===== src/rtl/arm_pkg.sv =====
// Shared ARM datapath definitions: condition encodings and NZCV flag positions.
package arm_pkg;

    typedef enum logic [3:0] {
        COND_EQ   = 4'b0000,
        COND_NE   = 4'b0001,
        COND_CS   = 4'b0010,
        COND_CC   = 4'b0011,
        COND_MI   = 4'b0100,
        COND_PL   = 4'b0101,
        COND_VS   = 4'b0110,
        COND_VC   = 4'b0111,
        COND_HI   = 4'b1000,
        COND_LS   = 4'b1001,
        COND_GE   = 4'b1010,
        COND_LT   = 4'b1011,
        COND_GT   = 4'b1100,
        COND_LE   = 4'b1101,
        COND_AL   = 4'b1110,
        COND_RSVD = 4'b1111
    } cond_e;

    localparam int FLAG_N = 3;
    localparam int FLAG_Z = 2;
    localparam int FLAG_C = 1;
    localparam int FLAG_V = 0;

    localparam logic [3:0] COND_NV = 4'b1111;

endpackage


===== src/rtl/cond_check.sv =====
// Combinational evaluation of an ARM condition field against the stored NZCV flags.
module cond_check
    import arm_pkg::*;
(
    input  logic [3:0] cond,
    input  logic [3:0] flags,
    input  logic       valid_in,
    output logic       cond_ex,
    output logic       illegal_cond
);

    logic n;
    logic z;
    logic c;
    logic v;

    assign n = flags[FLAG_N];
    assign z = flags[FLAG_Z];
    assign c = flags[FLAG_C];
    assign v = flags[FLAG_V];

    always_comb begin
        // NOTE: default assignment first so no path through the case can infer a latch.
        cond_ex = 1'b0;
        case (cond_e'(cond))
            COND_EQ:   cond_ex = z;
            COND_NE:   cond_ex = ~z;
            COND_CS:   cond_ex = c;
            COND_CC:   cond_ex = ~c;
            COND_MI:   cond_ex = n;
            COND_PL:   cond_ex = ~n;
            COND_VS:   cond_ex = v;
            COND_VC:   cond_ex = ~v;
            COND_HI:   cond_ex = c & ~z;
            COND_LS:   cond_ex = ~c | z;
            COND_GE:   cond_ex = ~(n ^ v);
            COND_LT:   cond_ex = n ^ v;
            COND_GT:   cond_ex = ~z & ~(n ^ v);
            COND_LE:   cond_ex = z | (n ^ v);
            COND_AL:   cond_ex = 1'b1;
            COND_RSVD: cond_ex = 1'b0;
            default:   cond_ex = 1'b0;
        endcase
    end

    assign illegal_cond = valid_in & (cond == COND_NV);

endmodule


===== src/rtl/cond_unit.sv =====
// Condition/flags stage after the ALU: holds NZCV, evaluates the condition
// field and gates the PC, register-file and memory write strobes.
module cond_unit
    import arm_pkg::*;
#(
    parameter int COND_W = 4,
    parameter int FLAG_W = 4
) (
    input  logic              clk,
    input  logic              rst_n,
    input  logic              valid_in,
    input  logic              stall,
    input  logic              flush,
    input  logic [COND_W-1:0] cond,
    input  logic [FLAG_W-1:0] alu_flags,
    input  logic [1:0]        flag_w,
    input  logic              pcs,
    input  logic              reg_w,
    input  logic              mem_w,
    input  logic              no_write,
    output logic              pc_src,
    output logic              reg_write,
    output logic              mem_write,
    output logic              cond_ex,
    output logic              cond_ex_q,
    output logic              illegal_cond,
    output logic [FLAG_W-1:0] flags
);

    logic accept;

    assign accept = valid_in & ~stall & ~flush;

    cond_check u_cond_check (
        .cond         (cond),
        .flags        (flags),
        .valid_in     (valid_in),
        .cond_ex      (cond_ex),
        .illegal_cond (illegal_cond)
    );

    // Strobes are zero-latency: they reach the register file, memory and PC mux this cycle.
    assign pc_src    = pcs & cond_ex & accept;
    assign reg_write = reg_w & ~no_write & cond_ex & accept;
    assign mem_write = mem_w & cond_ex & accept;

    // NOTE: sequential state uses non-blocking assignments so every register samples pre-edge values.
    always_ff @(posedge clk or negedge rst_n) begin
        if (!rst_n) begin
            flags     <= '0;
            cond_ex_q <= 1'b0;
        end else if (accept) begin
            cond_ex_q <= cond_ex;
            if (cond_ex) begin
                // N,Z and C,V halves update independently; an unselected half holds.
                if (flag_w[1]) begin
                    flags[FLAG_N:FLAG_Z] <= alu_flags[FLAG_N:FLAG_Z];
                end
                if (flag_w[0]) begin
                    flags[FLAG_C:FLAG_V] <= alu_flags[FLAG_C:FLAG_V];
                end
            end
        end
    end

endmodule


===== config.mk =====
export PLATFORM = sky130hd
export DESIGN_NAME = cond_unit
export DESIGN_NICKNAME = d
export VERILOG_FILES = /design/src/rtl/arm_pkg.sv /design/src/rtl/cond_check.sv /design/src/rtl/cond_unit.sv
export SDC_FILE = /design/constraint.sdc
export NUM_CORES = 1
export LEC_CHECK = 0
export ABC_AREA = 0
export BUFFER_PORTS_ARGS = -buffer_cell sky130_fd_sc_hd__buf_2
export CAP_MARGIN = 20
export CORE_AREA = 2 2 39 41
export DETAILED_ROUTE_END_ITERATION = 16
export DIE_AREA = 0 0 41 43
export PLACE_DENSITY = 0.65
export SKIP_LAST_GASP = 1
export SLEW_MARGIN = 15
export SYNTH_ARGS = -nofsm -noshare
export SYNTH_HDL_FRONTEND = slang
export SYNTH_SLANG_ARGS = --single-unit

===== constraint.sdc =====
create_clock -name clk -period 3.8 [get_ports clk]
set_input_delay 0.38 -clock clk [delete_from_list [all_inputs] [get_ports clk]]
set_output_delay 0.38 -clock clk [all_outputs]
set_load 0.02 [all_outputs]

# --- Word level (Yosys, flattened, before mapping) ---
# Index checks and enable logic that the tools add are counted.
word_totals:
  register_bits: 5
  input_bits: 19
  output_inout_bits: 10
  elab_cells: 45
classes:
  eq_ne: 15
  muxes: 1
  n_bitwise: 23
  reduce_logical: 3
op_table:
  columns: ["op", "n"]
  rows:
  - ["$eq 4x4->1 const B", 8]
  - ["$eq 4x3->1 const B", 4]
  - ["$pmux 1 s16", 1]
  - ["$and 1x1->1", 12]
  - ["$eq 4x2->1 const B", 2]
  - ["$not 1->1", 8]
  - ["$reduce_and 3->1", 2]
  - ["$eq 4x1->1 const B", 1]
  - ["$logic_not 4->1", 1]
  - ["$or 1x1->1", 2]
  - ["$xor 1x1->1", 1]

# --- Longest topological paths before layout ---
logic_depth:
  depth_word: 6
  ltp_mapped: 7
  ltp_nobuf: 6

# --- By module ---
# From an unflattened synthesis, not the netlist that was laid out.
hier_totals:
  hier_cells: 54
  area_unflattened_um2: 520.5
modules_own_cells:
  columns: ["module", "n_inst", "cells_per_inst", "area_per_inst_um2", "seq_area_each_um2"]
  rows:
  - ["cond_unit", 1, 18, 265.3, 125.1]
  - ["cond_check", 1, 36, 255.2, 0.0]

# --- Worst setup path before layout ---
# OpenSTA, ideal clock, no wires.
synth_path:
  path_type: "input -> output"
  start: "input cond[2]"
  end: "output reg_write"
  t_arrival_ps: 1800
  t_required_ps: 3420
  slack_ps: 1620
  cell_stages: 7
  path_buffers: 1
  cell_sequence: "buf_4 and3b_1 a22oi_1 xor2_1 o311ai_1 and3_2 and3b_1"
synth_via:
  elab_chain_len: 4
  word_cells_on_any_way: 19
  cone_classes: "15 x eq/ne; 1 x mux; 2 x bitwise; 1 x reduce/logical"
synth_lines:
  columns: ["item", "line_no", "source"]
  rows:
  - ["from (decl)", "cond_unit.sv:14", "input logic [COND_W-1:0] cond,"]
  - ["$eq 4x4->1 (tied with other cells)", "cond_check.sv:25", "case (cond_e'(cond))"]
  - ["$pmux 1 s16 (*)", "cond_check.sv:25", null]
  - ["$and 1x1->1 (*) (2 in a row)", "cond_unit.sv:44", "assign reg_write = reg_w & ~no_write & cond_ex & accept;"]
  - ["to (decl)", "cond_unit.sv:22", "output logic reg_write,"]
# Every way passes the cells marked *; elsewhere a longest branch is shown, timed or not.

# --- Final worst setup path ---
layout_path:
  start: "register flags[3]"
  end: "output reg_write"
layout_via:
  elab_chain_len: 6
  word_cells_on_any_way: 8
  cone_classes: "1 x mux; 7 x bitwise"
layout_lines:
  columns: ["item", "line_no", "source"]
  rows:
  - ["from (decl)", "cond_unit.sv:27", "output logic [FLAG_W-1:0] flags"]
  - ["from (signal, indexed assignment)", "cond_unit.sv:57", "flags[FLAG_N:FLAG_Z] <= alu_flags[FLAG_N:FLAG_Z];"]
  - ["from (signal, indexed assignment)", "cond_unit.sv:60", "flags[FLAG_C:FLAG_V] <= alu_flags[FLAG_C:FLAG_V];"]
  - ["$xor 1x1->1", null, null]
  - ["$not 1->1", "cond_check.sv:36, cond_check.sv:38", null]
  - ["$and 1x1->1", "cond_check.sv:38", "COND_GT: cond_ex = ~z & ~(n ^ v);"]
  - ["$pmux 1 s16 (*)", "cond_check.sv:25", null]
  - ["$and 1x1->1 (*) (2 in a row)", "cond_unit.sv:44", null]
# Marks and branches as above.

==> key figures <==
Run status
  • Run status: complete, no violations

Floorplanning
  • IO Count: 29
  • Die H: approximately 43 µm
  • Die ar.: ~0.0018 mm²
  • Initial Util: around 32%
  • Site Rows: 14
  • DIE WIDTH: ~40 µm
  • CORE AREA: 0.00138 mm²

Yosys
  • Top cells by area, synth: dfrtp_1 28%, mux2_2 13%, and2_1 4.2%
  • Mapped Cells: 50
  • Register area share after synthesis: around 28%
  • #FFs+latches synth: 5
  • Dominant cell type by area after synthesis: dfrtp_1
  • Post-Syn Area: between 400 and 500 µm²
  • Yosys top cell area share: 28.2%
  • Mean Syn Cell Area: between 8 and 9 µm²
  • Synth cell types: 29
  • Synthesis warning total: 0
  • Post-synth net total: 69

Timing
  • Slew headroom: just under 70%
  • Endpoints failing setup: 0
  • Max Fclk: between 300 and 400 MHz
  • Slew @ Worst Pin: 0.456 ns
  • RSZ-0062 raised after global routing: no
  • Fin crit period: approximately 2.5 ns
  • Pins Over Slew Limit: 0
  • Final clock skew: approximately 0.0014 ns
  • Final Hold Fails: 0
  • Fin crit share: between 60% and 70%
  • Fin Hold WS: between 0.3 and 0.4 ns
  • Setup TNS Final: 0 ns

Layout
  • Area delta synth->final: 39.0%
  • Antenna cell count: 0
  • Area of the multi-input gates: ~290 µm²
  • Filler Cells Inserted: 150
  • Post-layout net count: 100
  • Final instance area: 616 µm²
  • Final std cells w/o fill: 96
  • Seq. cell area: around 130 µm²
  • Layout cells sized above 1: a little under half

Clock network
  • Clk slew on worst S/H paths: roughly 0.040 ns
  • Clock Sinks: 5
  • CTS tree: done
  • Total setup buffers inserted after CTS: 0
  • Root buf cell: clkbuf_4
  • CTS max path bufs: 2
  • H-tree depth: 1
  • TritonCTS buffer count: 3
  • Clk Latency, worst-skew pair: about 0.24 ns

Setup path
  • FF-to-FF setup slack: 1.84 ns
  • Reg2reg path depth: 6
  • Critical R2R Capture: flags[0]
  • Worst Path Required: 3.42 ns
  • Critical Path Start: flags[3]
  • Crit path kind: reg2out
  • CP Max Fanout: 7
  • Critical Path AT: ~2.2 ns
  • CP Capture Type: output pin
  • Worst setup path end: reg_write
  • Reg2reg start: flags[3]
  • Worst Setup Start Kind: register

Global routing
  • GR Overflow Total: 0
  • Largest net degree at the start of global routing: 11
  • First-pass GRT wire length: 1640 µm
  • Number of global-route vias before repair: 418
  • Initial antenna violation count: 0
  • Total GRT Usage: between 10% and 20%

Power
  • Static Leak: between 0.3 and 0.4 nW
  • Max IR drop VDD: 0.000190 V
  • Tot Pwr: 303 µW
  • Cell Pwr Density: 492 mW/mm²

Routing
  • Vias per cell: around 4.9
  • Via total after detailed routing: about 480
  • Pre-antenna DRT Iters: 4
  • Final wirelength: 1020 µm
  • Starting DRC count in detailed routing: 5
  • Post-route ant nets: 0
  • WL per Instance: 10.7 µm
  • Detailed-route DRC error count: 0

Min path
  • Hold Path Class: in2reg

Placement
  • Routability Congestion: a little under 0.7
  • PortBufs: 28
  • Placed Instances: 91
  • Final HPWL DP: approximately 850 µm
  • DP Area: between 500 and 600 µm²

Run
  • Max-Cap Viols: 0
cells in the final DEF, fill, tap and decap left out, types with 2 or more instances in the layout:
cell,netlist,routed
inv_1,2,2
dfrtp_1,5,5
nor2_1,3,3
buf_2,1,28
o21ai_0,2,2
and3b_1,2,2
and2_1,3,3
nand2b_1,2,2
nand2_1,4,4
clkbuf_4,0,3
nand4_1,2,2
mux2_2,5,5
xor2_1,2,2
synthesized netlist by cell type:
cell type  count
dfrtp_1        5
mux2_2         5
nand2_1        4
and2_1         3
nor2_1         3
and3b_1        2
inv_1          2
nand2b_1       2
nand4_1        2
o21ai_0        2
xor2_1         2
a21boi_0       1
a21o_1         1
a222oi_1       1
a22oi_1        1
and3_2         1
buf_2          1
buf_4          1
buf_6          1
mux2i_1        1
nand3_1        1
nand3b_1       1
nor2b_1        1
nor3_1         1
nor3b_1        1
nor4_1         1
o311ai_1       1
or4b_1         1
xnor2_1        1
power by group:
part	internal, mW	switching (mW)	total, mW
Clock	0.0396	0.0198	0.0594
Combinational	0.0702	0.0735	0.144
Sequential	0.0737	0.0262	0.0999
Total	0.183	0.120	0.303
cells by family after synthesis:
logic type      share of synthesized area (%)
compound gates                           11.6
buf+inv                                  7.06
simple gates                             32.2
mux                                      15.0
flops                                    28.2
xor+xnor                                 5.93
layer usage:
metal  up-vias  routed length (µm)  track usage (%)  share of wire [%]
li1        239                   -                -                  -
met1       227                 412             14.5                 40
met2         9                 572             22.8                 56
met3         0                  37             3.14                3.6
met4         0                   0             6.00                  0
met5         -                   0                0                  0
critical path, stage by stage, from the launching register on:
cell and delay [ns]:
dfrtp_1 0.45, xnor2_1 0.16, a22oi_1 0.18, xor2_1 0.10
o311ai_1 0.41, and3_2 0.31, and3b_1 0.15, buf_2 0.16
metrics by stage:
step | utilization [%] | setup slack, ns
after global placement | 41.9 | 1.46
after CTS | 44.5 | 1.26
after detailed placement | 41.9 | 1.43
after floorplan | - | 1.62
after global routing | 44.5 | 1.09
final | 44.5 | 1.27
final cells by class:
type	instances	share of cell area (%)
clock buffers	4	4.27
inverters	2	1.22
multi-input cells	40	46.5
flip-flops and latches	5	20.3
well taps	16	3.25
repair buffers	29	24.4
state kept, by name, summed over array words and instances (netlist names):
| signal | flops |
|---|---|
| cond_ex_q | 1 |
| flags | 4 |
how the worst min path moves through the flow:
stage / start / end / slack, ns / cells past startpoint
after CTS: alu_flags[3] / flags[3] / 0.36 / 2
final: alu_flags[3] / flags[3] / 0.38 / 2
after detailed placement: rst_n / flags[3] / 0.20 / 1
after floorplan: rst_n / cond_ex_q / 0.08 / 0
after global placement: rst_n / flags[3] / 0.20 / 1
after global routing: alu_flags[2] / flags[2] / 0.38 / 2
timing repair:
action                    in CTS  in global routing
hold endpoints to repair       5                  0
hold buffers                   1                  0
gates resized for setup        0                  0
(Power assumes the default switching activity.)
